--- config.mk ---
export PLATFORM = sky130hd
export DESIGN_NAME = shift_add_mul
export DESIGN_NICKNAME = d
export VERILOG_FILES = /design/src/rtl/shift_add_mul_pkg.sv /design/src/rtl/shift_add_mul_ctrl.sv /design/src/rtl/shift_add_mul.sv
export SDC_FILE = /design/constraint.sdc
export NUM_CORES = 1
export LEC_CHECK = 0
export ABC_AREA = 1
export CORE_MARGIN = 3
export CORE_UTILIZATION = 36
export DETAILED_ROUTE_END_ITERATION = 10
export HOLD_SLACK_MARGIN = 0.06
export SLEW_MARGIN = 40
export SYNTH_ARGS = -nofsm -noshare
export SYNTH_HDL_FRONTEND = slang
export SYNTH_SLANG_ARGS = --single-unit
--- constraint.sdc ---
create_clock -name clk -period 1.7 [get_ports clk]
set_input_delay 0.34 -clock clk [delete_from_list [all_inputs] [get_ports clk]]
set_output_delay 0.34 -clock clk [all_outputs]
set_load 0.1 [all_outputs]
--- src/rtl/shift_add_mul_pkg.sv ---
// Shared definitions for the shift-and-add multiplier: default operand width
// and controller state encoding, used by both the block and its bench.
package shift_add_mul_pkg;

  localparam int DEFAULT_WIDTH = 16;

  typedef enum logic [1:0] {
    IDLE = 2'd0,
    RUN  = 2'd1,
    FIX  = 2'd2
  } state_t;

endpackage

--- src/rtl/shift_add_mul_ctrl.sv ---
// Controller for the shift-and-add multiplier: FSM, bit counter and the
// registered done pulse. Driven only by the datapath's mult_zero status flag.
module shift_add_mul_ctrl
  import shift_add_mul_pkg::*;
#(
  parameter int WIDTH = DEFAULT_WIDTH
) (
  input  logic clk,
  input  logic rst,
  input  logic start_i,
  input  logic mult_zero_i,
  output logic load_o,
  output logic run_o,
  output logic fix_o,
  output logic busy_o,
  output logic done_o
);

  localparam int CW = $clog2(WIDTH + 1);

  state_t        state_q, state_d;
  logic [CW-1:0] count_q, count_d;
  logic          done_q;
  logic          count_max;

  // Asserted on the RUN edge that brings the counter to WIDTH.
  assign count_max = (count_q == CW'(WIDTH - 1));

  always_comb begin
    state_d = state_q;
    count_d = count_q;
    load_o  = 1'b0;
    run_o   = 1'b0;
    fix_o   = 1'b0;
    unique case (state_q)
      IDLE: begin
        if (start_i) begin
          load_o  = 1'b1;
          count_d = '0;
          state_d = mult_zero_i ? FIX : RUN;
        end
      end
      RUN: begin
        run_o   = 1'b1;
        count_d = count_q + CW'(1);
        if (mult_zero_i || count_max) state_d = FIX;
      end
      FIX: begin
        fix_o   = 1'b1;
        state_d = IDLE;
      end
      default: state_d = IDLE;
    endcase
  end

  always_ff @(posedge clk) begin
    if (rst) begin
      state_q <= IDLE;
      count_q <= '0;
      done_q  <= 1'b0;
    end else begin
      state_q <= state_d;
      count_q <= count_d;
      done_q  <= fix_o;
    end
  end

  assign busy_o = (state_q != IDLE);
  assign done_o = done_q;

endmodule

--- src/rtl/shift_add_mul.sv ---
// Iterative shift-and-add multiplier (signed or unsigned) with early
// termination; datapath here, sequencing in shift_add_mul_ctrl.
module shift_add_mul
  import shift_add_mul_pkg::*;
#(
  parameter int WIDTH = DEFAULT_WIDTH
) (
  input  logic               clk,
  input  logic               rst,
  input  logic               start,
  input  logic               signed_mode,
  input  logic [WIDTH-1:0]   a_in,
  input  logic [WIDTH-1:0]   b_in,
  output logic               busy,
  output logic               done,
  output logic [2*WIDTH-1:0] product
);

  logic [2*WIDTH-1:0] mcand_q, mcand_d;
  logic [WIDTH-1:0]   mult_q, mult_d;
  logic [2*WIDTH-1:0] acc_q, acc_d;
  logic [2*WIDTH-1:0] product_q, product_d;
  logic               neg_q, neg_d;

  logic               load, run, fix, mult_zero;
  logic [WIDTH-1:0]   a_mag, b_mag;

  // Magnitudes fit in WIDTH unsigned bits, so the most negative value maps cleanly.
  assign a_mag = (signed_mode && a_in[WIDTH-1]) ? (~a_in + WIDTH'(1)) : a_in;
  assign b_mag = (signed_mode && b_in[WIDTH-1]) ? (~b_in + WIDTH'(1)) : b_in;

  assign mult_zero = load ? (b_in == '0) : (mult_q[WIDTH-1:1] == '0);

  shift_add_mul_ctrl #(.WIDTH(WIDTH)) u_ctrl (
    .clk         (clk),
    .rst         (rst),
    .start_i     (start),
    .mult_zero_i (mult_zero),
    .load_o      (load),
    .run_o       (run),
    .fix_o       (fix),
    .busy_o      (busy),
    .done_o      (done)
  );

  always_comb begin
    mcand_d   = mcand_q;
    mult_d    = mult_q;
    acc_d     = acc_q;
    product_d = product_q;
    neg_d     = neg_q;
    if (load) begin
      mcand_d = {{WIDTH{1'b0}}, a_mag};
      mult_d  = b_mag;
      acc_d   = '0;
      neg_d   = signed_mode & (a_in[WIDTH-1] ^ b_in[WIDTH-1]);
    end else if (run) begin
      if (mult_q[0]) acc_d = acc_q + mcand_q;
      mcand_d = mcand_q << 1;
      mult_d  = mult_q >> 1;
    end else if (fix) begin
      product_d = neg_q ? (~acc_q + (2*WIDTH)'(1)) : acc_q;
    end
  end

  always_ff @(posedge clk) begin
    if (rst) begin
      mcand_q   <= '0;
      mult_q    <= '0;
      acc_q     <= '0;
      product_q <= '0;
      neg_q     <= 1'b0;
    end else begin
      mcand_q   <= mcand_d;
      mult_q    <= mult_d;
      acc_q     <= acc_d;
      product_q <= product_d;
      neg_q     <= neg_d;
    end
  end

  assign product = product_q;

endmodule
==> metrics list <==
- Post-layout worst setup margin: -0.183 ns
* Most frequent cell after synthesis: sky130_fd_sc_hd__nand2_1
- Counting flops with a built-in enable in the synthesized netlist gives 0.
* Critical path fanouts, max: 3
* Fraction of post-synthesis cell area in the top cell type by area: 27.6%
- Min Tclk post-route: 1.88 ns
- Power density relative to cell area: 761 nW/um^2
- Setup slack on the worst reg-to-reg path comes out at -0.18 ns.
- During placement, the flow inserted port buffers numbering 69.
- Critical setup path kind: register to register
* Worst-case vdd ir drop: 720 uV
- Wire length per cell: 13.5 um
- The tightest hold path in the finished design has a slack of 0.410 ns.
- The later pin in the worst-skew pair is clocked with a latency of 0.42 ns.
- Clock skew on the completed layout was measured at 0.00963 ns.
- Violated checks: negative setup slack
- Run status: finished, violations left
- Via count normalized by instance count: 4.78
* Final cell area excluding filler cells: 13400 um^2
- Number of buffers on the longest clock path: 2
* Detailed-route via count: 9859
- Share of async-settable or async-resettable flops after synthesis: 0%
- Deepest level of the CTS H-tree: 4
* Highest attainable clock frequency: 531 MHz
- The via count of the first global-routing pass came to 9038.
- In this run the mean area of a mapped cell was 5.93 um^2.
* Core ar.: 23800 um^2
- STA classifies the critical path endpoint as a register.
- Setup violations remaining at the end of the flow were counted as 20.
* Placer's final routability congestion estimate: 0.875
- Tracing the worst setup path back leads to its startpoint at acc_q[11].
- For this run the aggregate overflow at the end of global routing stands at 0.
* Critical path destination: acc_q[12]
- Measured in cells, the most critical reg-to-reg path has a length of 11.
- Remaining number of nets flagged by the antenna check after routing: 0
- Post-route DRC: 0
- Antenna diodes: 0
- Yosys printed 0 warnings.
- Filler Cell Count: 2190
- The endpoint identified for the worst register-to-register timing path is acc_q[12].
- Fraction of final layout cells with drive strength greater than 1: 31.3%
* Total number of placement rows: 56
- Critical Path Start Type: register
* Synthesized flop and latch total: 121
- In the final layout, the multi-input gates occupy 6260 um^2.
- The floorplan step set the die height to 162 um.
- Number of clock sinks: 121
- Post-synth top flop: sky130_fd_sc_hd__dfxtp_1
* Clock root buffer: sky130_fd_sc_hd__clkbuf_16
- Maximum number of pins on one net before global-route repair: 57
* Boundary Pins: 70
- Actual slew at the worst max-slew pin: 0.411 ns
* Starting utilization of the core area: 37.0%
* Hold-fix buffer count after cts: 0
- Setup repair after global routing could not meet its margin everywhere.
* Number of hold violations in the final report: 0
- Share of the cycle needed by the critical path after routing: 111%
- WP data required: 2.01 ns
- Synthesis produced a netlist with a net count of 1556.
- The commonest cells after synthesis are 462 x sky130_fd_sc_hd__nand2_1, 240 x sky130_fd_sc_hd__inv_1, 140 x sky130_fd_sc_hd__nor2_1, 125 x sky130_fd_sc_hd__a21oi_1, 121 x sky130_fd_sc_hd__dfxtp_1.
- Antenna violations before repair: 0
- The first global-routing pass estimated 44600 um of wire.
- In this run the tightest slew margin relative to its limit is 72.4%.
* Leak: 6.59 nW
* Max-cap violations: 0
* Post-Synthesis Cells: 1483
* Type of the tightest min-delay check: input port to register
- Source of the worst register-to-register timing path: acc_q[11]
- Worst-path clk slew: 0.06 ns
- Final Max Slew Viols: 0
- Growth of design area from synthesis to finish: 52.4%
- The first detailed-routing pass took 5 iterations.
- Number of nets in the layout: 1804
* Drt total wl: 27800 um
- Count of routing violations after the opening detailed-route iteration: 697
* WP data arrival: 2.20 ns
- DP Wirelength: 21000 um
* Leading cell types by total area after synthesis: sky130_fd_sc_hd__dfxtp_1 28%, sky130_fd_sc_hd__nand2_1 20%, sky130_fd_sc_hd__inv_1 10%
- Largest area contributor in the synthesized netlist: sky130_fd_sc_hd__dfxtp_1
* FF+latch area: 2510 um^2
- CTS buffer count: 17
- Floorplan die area: 26300 um^2
- Die width: 162 um
- The placed instances occupy a cell area of 11500 um^2.
- The synthesized netlist contains 40 unique library cells.
* Global router's overall resource usage: 20.7%
* Post-synthesis instance area: 8790 um^2
- TritonCTS built the clock tree.
* Proportion of synthesized chip area in sequential cells: 27.6%
## placed cells by master (no fill, tap or decap), types with 5 or more instances in the layout
| cell | instances |
|---|---|
| sky130_fd_sc_hd__a21oi_1 | 113 |
| sky130_fd_sc_hd__a21oi_2 | 11 |
| sky130_fd_sc_hd__buf_12 | 43 |
| sky130_fd_sc_hd__buf_4 | 187 |
| sky130_fd_sc_hd__buf_6 | 9 |
| sky130_fd_sc_hd__clkbuf_16 | 17 |
| sky130_fd_sc_hd__clkdlybuf4s50_1 | 34 |
| sky130_fd_sc_hd__clkinv_4 | 5 |
| sky130_fd_sc_hd__clkinvlp_4 | 5 |
| sky130_fd_sc_hd__dfxtp_1 | 72 |
| sky130_fd_sc_hd__dfxtp_2 | 37 |
| sky130_fd_sc_hd__dfxtp_4 | 12 |
| sky130_fd_sc_hd__ha_1 | 6 |
| sky130_fd_sc_hd__ha_4 | 30 |
| sky130_fd_sc_hd__inv_1 | 225 |
| sky130_fd_sc_hd__inv_2 | 20 |
| sky130_fd_sc_hd__nand2_1 | 390 |
| sky130_fd_sc_hd__nand2_2 | 65 |
| sky130_fd_sc_hd__nand2_4 | 12 |
| sky130_fd_sc_hd__nand3_1 | 71 |
| sky130_fd_sc_hd__nand3_2 | 16 |
| sky130_fd_sc_hd__nand3_4 | 8 |
| sky130_fd_sc_hd__nand4_1 | 16 |
| sky130_fd_sc_hd__nor2_1 | 112 |
| sky130_fd_sc_hd__nor2_2 | 26 |
| sky130_fd_sc_hd__nor2_4 | 15 |
| sky130_fd_sc_hd__nor3_1 | 8 |
| sky130_fd_sc_hd__o211ai_1 | 6 |
| sky130_fd_sc_hd__o21ai_0 | 59 |
| sky130_fd_sc_hd__o21ai_1 | 26 |
| sky130_fd_sc_hd__o21bai_1 | 6 |
| sky130_fd_sc_hd__xor2_1 | 28 |
| sky130_fd_sc_hd__xor2_2 | 6 |
## worst min path at each step
| stage | startpoint | to | slack [ns] | cells past startpoint |
|---|---|---|---|---|
| after floorplan | u_ctrl.count_q[4] | u_ctrl.count_q[4] | 0.44 | 2 |
| after global placement | u_ctrl.count_q[4] | u_ctrl.count_q[4] | 0.45 | 2 |
| after detailed placement | mult_q[12] | mult_q[12] | 0.45 | 2 |
| after CTS | rst | product[8] | 0.40 | 4 |
| after global routing | rst | product[8] | 0.44 | 4 |
| final | rst | product[8] | 0.41 | 4 |
## routing by layer
layer	routed length [um]	global-route usage [%]
met3	1400	2.96
met2	12300	32.2
met5	0	0
met1	13700	30.2
met4	323	4.81
## per-stage QoR
| step | worst slack, ns | power (mW) | cells | setup TNS (ns) | utilization [%] |
|---|---|---|---|---|---|
| finish | -0.183 | 10.2 | 2062 | -1.43 | 56.4 |
| CTS | -0.183 | 9.98 | 2050 | -1.70 | 53.5 |
| detailed placement | -0.255 | 6.39 | 2014 | -9.92 | 48.6 |
| floorplan | 0.00976 | 5.10 | 1483 | 0 | - |
| global placement | -0.250 | 6.36 | 2014 | -7.90 | 48.6 |
| global route | -0.250 | 10.7 | 2062 | -4.02 | 56.4 |
## registers in the layout, indices dropped and copies added, names as in the netlist
name / count
u_ctrl.state_q: 2
u_ctrl.done_o: 1
neg_q: 1
product: 32
u_ctrl.count_q: 5
mult_q: 16
mcand_q: 32
acc_q: 32
## where the power goes
part / switching [mW] / internal, mW / total (mW) / leakage [nW]
Sequential: 0.220 / 3.06 / 3.28 / 1.01
Clock: 1.40 / 2.05 / 3.45 / 0.261
Combinational: 2.01 / 1.47 / 3.48 / 5.32
Total: 3.63 / 6.57 / 10.2 / 6.59
## logic make-up after synthesis
family                   synth area share (%)
AND/OR/NAND/NOR                          35.7
buffers and inverters                    13.1
AO/OA/AOI/OAI                            14.4
flip-flops                               27.6
XOR/XNOR                                 3.88
adder cells (fa/ha/maj)                  5.35
## worst max-delay path, cell delays in order (launching register included)
cell	delay [ns]
sky130_fd_sc_hd__dfxtp_1	0.37
sky130_fd_sc_hd__ha_4	0.22
sky130_fd_sc_hd__buf_4	0.14
sky130_fd_sc_hd__nand2_1	0.05
sky130_fd_sc_hd__nand2_1	0.07
sky130_fd_sc_hd__inv_1	0.10
sky130_fd_sc_hd__nand2_2	0.09
sky130_fd_sc_hd__nand3b_1	0.25
sky130_fd_sc_hd__buf_4	0.19
sky130_fd_sc_hd__xor2_2	0.15
sky130_fd_sc_hd__o21ai_1	0.11
sky130_fd_sc_hd__inv_1	0.04
## layout make-up
cell class | count | area share, %
multi-input cells | 1067 | 46.7
inverters | 250 | 7.10
repair buffers | 274 | 20.2
well taps | 319 | 2.98
clock inverters | 13 | 0.934
clock buffers | 18 | 3.28
flip-flops and latches | 121 | 18.8
## timing repair
action / 4_1_cts / 5_1_grt
endpoints found under the setup margin: 35 / 51
hold endpoints to repair: 0 / 0
buffers inserted: 6 / 13
pin swaps: 29 / 64
gates resized for setup: 116 / 184
Power figures use the tool's default switching activity.
